### config.mk
export PLATFORM = sky130hd
export DESIGN_NAME = down_counter_ctrl
export DESIGN_NICKNAME = d
export VERILOG_FILES = /design/src/rtl/down_counter_ctrl.sv
export SDC_FILE = /design/constraint.sdc
export NUM_CORES = 1
export LEC_CHECK = 0
export BUFFER_PORTS_ARGS = -buffer_cell sky130_fd_sc_hd__buf_2
export CELL_PAD_IN_SITES_DETAIL_PLACEMENT = 0
export CELL_PAD_IN_SITES_GLOBAL_PLACEMENT = 1
export CORE_ASPECT_RATIO = 1.75
export CORE_MARGIN = 3
export CORE_UTILIZATION = 39
export CTS_CLUSTER_SIZE = 16
export DETAILED_ROUTE_END_ITERATION = 12
export PLACE_DENSITY = 0.85
export SLEW_MARGIN = 15
export SYNTH_ARGS = -nofsm -noshare
export SYNTH_HDL_FRONTEND = slang
export SYNTH_SLANG_ARGS = --single-unit
### constraint.sdc
create_clock -name clk -period 2.2 [get_ports clk]
set_input_delay 0 -clock clk [delete_from_list [all_inputs] [get_ports clk]]
set_output_delay 0 -clock clk [all_outputs]
set_load 0.1 [all_outputs]
### src/rtl/down_counter_ctrl.sv
// down_counter_ctrl: loadable down-counting timer.
// A start edge loads a value and the timer counts it down to zero, emitting a
// registered one-cycle done pulse on the terminal edge. The timer runs either
// one-shot or auto-reload (periodic). It also supports pause/hold and abort.
// Optional feature macro: DOWN_COUNTER_LOOPS_EN adds a saturating 'loops'
// output that counts auto-reload periods.
module down_counter_ctrl #(
    parameter int N = 6
) (
    input  logic         clk,
    input  logic         rst,
    input  logic         start,
    input  logic [N-1:0] init_val,
    input  logic         auto_reload,
    input  logic         pause,
    input  logic         abort,
    output logic [N-1:0] count,
    output logic         busy,
    output logic         done,
    output logic         zero
`ifdef DOWN_COUNTER_LOOPS_EN
    ,
    output logic [N-1:0] loops
`endif
);

    typedef enum logic [1:0] {
        IDLE = 2'd0,
        RUN  = 2'd1,
        HOLD = 2'd2
    } state_t;

    localparam logic [N-1:0] CNT_ZERO = '0;
    localparam logic [N-1:0] CNT_ONE  = N'(1);

    state_t         state_reg;
    logic [N-1:0]   count_reg;
    logic [N-1:0]   reload_val_reg;
    logic           mode_reg;
    logic           done_reg;

    // The terminal edge of a running count: RUN, not pausing, count at 1.
    // Abort and start take precedence over this event.
    logic           terminal_edge;
    assign terminal_edge = (state_reg == RUN) && !pause && (count_reg == CNT_ONE)
                           && !abort && !start;

    assign count = count_reg;
    assign busy  = (state_reg != IDLE);
    assign done  = done_reg;
    assign zero  = (count_reg == CNT_ZERO);

    // Main control FSM; priority abort > start > pause > decrement.
    always_ff @(posedge clk or posedge rst) begin
        if (rst) begin
            state_reg      <= IDLE;
            count_reg      <= CNT_ZERO;
            reload_val_reg <= CNT_ZERO;
            mode_reg       <= 1'b0;
            done_reg       <= 1'b0;
        end else begin
            done_reg <= 1'b0;
            if (abort) begin
                state_reg <= IDLE;
                count_reg <= CNT_ZERO;
            end else if (start) begin
                reload_val_reg <= init_val;
                mode_reg       <= auto_reload;
                if (init_val != CNT_ZERO) begin
                    count_reg <= init_val;
                    state_reg <= RUN;
                end else begin
                    // A zero load completes at once and never enters RUN.
                    count_reg <= CNT_ZERO;
                    done_reg  <= 1'b1;
                    state_reg <= IDLE;
                end
            end else begin
                case (state_reg)
                    IDLE: begin
                        state_reg <= IDLE;
                    end
                    RUN: begin
                        if (pause) begin
                            state_reg <= HOLD;
                        end else if (count_reg > CNT_ONE) begin
                            count_reg <= count_reg - CNT_ONE;
                        end else if (count_reg == CNT_ONE) begin
                            done_reg <= 1'b1;
                            if (mode_reg) begin
                                count_reg <= reload_val_reg;
                            end else begin
                                count_reg <= CNT_ZERO;
                                state_reg <= IDLE;
                            end
                        end else begin
                            // Zero count in RUN is unreachable; fall back to IDLE.
                            state_reg <= IDLE;
                        end
                    end
                    HOLD: begin
                        // The exit edge only returns to RUN. Decrementing
                        // resumes on the following edge.
                        if (!pause) begin
                            state_reg <= RUN;
                        end
                    end
                    default: begin
                        state_reg <= IDLE;
                        count_reg <= CNT_ZERO;
                    end
                endcase
            end
        end
    end

`ifdef DOWN_COUNTER_LOOPS_EN
    localparam logic [N-1:0] LOOPS_MAX = '1;
    logic [N-1:0] loops_reg;

    assign loops = loops_reg;

    // Count completed auto-reload periods, saturating at all-ones.
    always_ff @(posedge clk or posedge rst) begin
        if (rst) begin
            loops_reg <= CNT_ZERO;
        end else if (abort || start) begin
            loops_reg <= CNT_ZERO;
        end else if (terminal_edge && mode_reg && (loops_reg != LOOPS_MAX)) begin
            loops_reg <= loops_reg + CNT_ONE;
        end
    end
`else
    logic unused_terminal;
    assign unused_terminal = terminal_edge;
`endif

endmodule

==> results.toml <==
[run]
maxCapViolCount = 0

[run_status]
status = "complete, no violations"

[layout]
multi_input_area_um2 = 529
fill_cells = 235
fin_nets = 157
syn_to_final_growth_pct = 22.7
fin_util_pct = 51.7
drive_gt1_share_pct = 21.8
antennaDiodeCount = 0
mostFrequentLayoutCells = "nand2_1 (28), buf_2 (20), dfrtp_1 (14)"
layout_commonest_cell = "nand2_1"
regArea_um2 = 403

[global_route]
grt_overflow_total = 0
antenna_found_initial = 0
grt_pass1_vias = 909
grt_pass1_wl_mm = 3.88
grt_use_total_pct = 15.8
grt_max_degree = 17

[floorplanning]
row_count = 23
die_area_um2 = 3180
start_util_pct = 42.1
core_um2 = 2330
fp.dieH_um = 72.4
fp.dieW_um = 43.9
io_pins = 21

[timing]
drv_slew = 0
fmax_mhz = 532
skew_ns = 0.00492
grt_setup_unrepaired = "false"
tightestPinTransition_ns = 0.615
period_needed_ns = 1.88
setup_tns_ns = 0
max_slew_margin_pct = 59.0
setup_viol = 0
finalCritPeriodShare_pct = 85.4
hold_viol = 0
setup_slack_ns = 0.321

[clock_tree]
cts_sinks = 16
cts_tree = "yes"
clkTransAtPathRegs_ns = 0.06
ctsRootBufferMaster = "clkbuf_8"
cts_buffers = 3
cts_max_level = 1
clk_path_buf_depth = 2
clk_latency_ns = 0.25

[worst_setup_path]
critical_path_arrival_ns = 2.02
max_stage_delay_ns = 0.49
setup.worst_path.start_class = "flop"
critPathSlowestCell = "a32oi_2"
end_kind = "flop"
cp.required_ns = 2.34
critPathKind = "reg -> reg"
crit_path_cell_trace = "inv_1 > ha_1 > nand2_1 > a32oi_2 > o21ai_0 > a22o_1"
cp_max_fo = 12

[worst_hold_path]
min_path_type = "in -> reg"

[synth]
yosysTopAreaCell = "dfrtp_1"
synth_edf_count = 0
syn_area_um2 = 982
synthCells = 116
yosys_register_bits = 16
yosys_warnings = 0
async_reset_ff_share_pct = 100
synth_cell_types = 34
synth_area_per_cell_um2 = 8.47
synth_nets = 130
ys_seq_area_share_pct = 40.8
netlist.area_leader.share_pct = 40.8
synth-main-ff-cell = "dfrtp_1"
synthTopCellsByArea = "dfrtp_1 (41%), nand2_1 (11%), nor2_1 (4.2%), a31oi_1 (3.2%), a21oi_1 (2.5%)"

[route]
drt-initial-drc-count = 23
wl_mm = 2.20
post_drt_wl_per_cell_um = 13.1
via_per_inst = 5.33
dr.pass1.iters = 4
via_count = 890
drc = 0
drt.antenna.violating_nets = 0

[pwr]
fin_total_pwr_mw = 0.876
vdd.ir_drop.worst_mv = 0.445
p_leak_nw = 0.594
p_per_area_nw_per_um2 = 727

[placed_design]
pre_cts_slack_ns = 0.317
place_congestion = 0.833
port_buffers = 20
dpl.hpwl_mm = 1.69
logic make-up after synthesis:
family          Yosys count  synth area share, %
flops                    16                 40.8
buf+inv                  11                 5.35
mux                       2                 2.04
compound gates           24                 16.9
simple gates             58                 29.7
xor+xnor                  3                 2.68
fa+ha+maj                 2                 2.55
through the flow:
step	hold slack (ns)	std cells	area, um^2
after floorplan	-0.0864	116	985
after CTS	0.00493	167	1200
after detailed placement	0.100	156	1090
after global routing	0.0142	167	1200
after global placement	0.0989	156	1090
final	0.0133	167	1200
worst paths after layout:
kind / cells after the start / startpoint / slack (ns) / to
setup / recovery: 6 / count[1] / 0.32 / count[0]
hold / removal: 2 / pause / 0.01 / state_reg[1]
setup reg to reg: 6 / count[1] / 0.32 / count[0]
hold reg to reg: 2 / reload_val_reg[3] / 0.48 / reload_val_reg[3]
max in group asynchronous: 3 / rst / 1.40 / count[1]
min in group asynchronous: 3 / rst / 0.37 / state_reg[1]
timing repair:
item,in CTS,in global routing
buffers inserted,0,0
gates resized for setup,0,0
endpoints found under the hold margin,22,0
hold buffers,7,0
power by group:
part,internal [mW],switching [mW]
logic,0.0822,0.207
clock network,0.128,0.0957
registers,0.324,0.0389
cells in the mapped netlist, types with 2 or more instances:
library cell,n
xor2_1,2
ha_1,2
clkbuf_1,4
and3_1,2
inv_1,5
o21ai_0,4
a31oi_1,5
nor2_1,11
nand3_1,5
o31ai_1,2
dfrtp_1,16
and2_1,2
mux2i_1,2
nor3_1,2
a22o_1,2
a21oi_1,5
nand2_1,28
layer usage:
metal | global-route usage, % | up-vias | share of wire (%)
met4 | 5.70 | 0 | 1.0
met2 | 27.4 | 24 | 52
li1 | - | 451 | -
met1 | 19.0 | 411 | 43
met5 | 0 | - | 0
met3 | 2.48 | 4 | 4.1
worst max-delay path: cells and delay by family, from the launching register on:
kind	cells	cell delay [ns]
fa+ha+maj	1	0.29
simple gates	1	0.10
buf+inv	1	0.10
compound gates	3	0.86
flops	1	0.43
layout make-up:
| cell class | instances | share of cell area (%) |
|---|---|---|
| clock buffer | 4 | 3.74 |
| multi-input combinational | 89 | 43.9 |
| tap | 25 | 2.60 |
| timing repair buffer | 28 | 14.7 |
| inverter | 5 | 1.56 |
| sequential | 16 | 33.4 |
No activity file was read; power rests on OpenSTA's default activity.
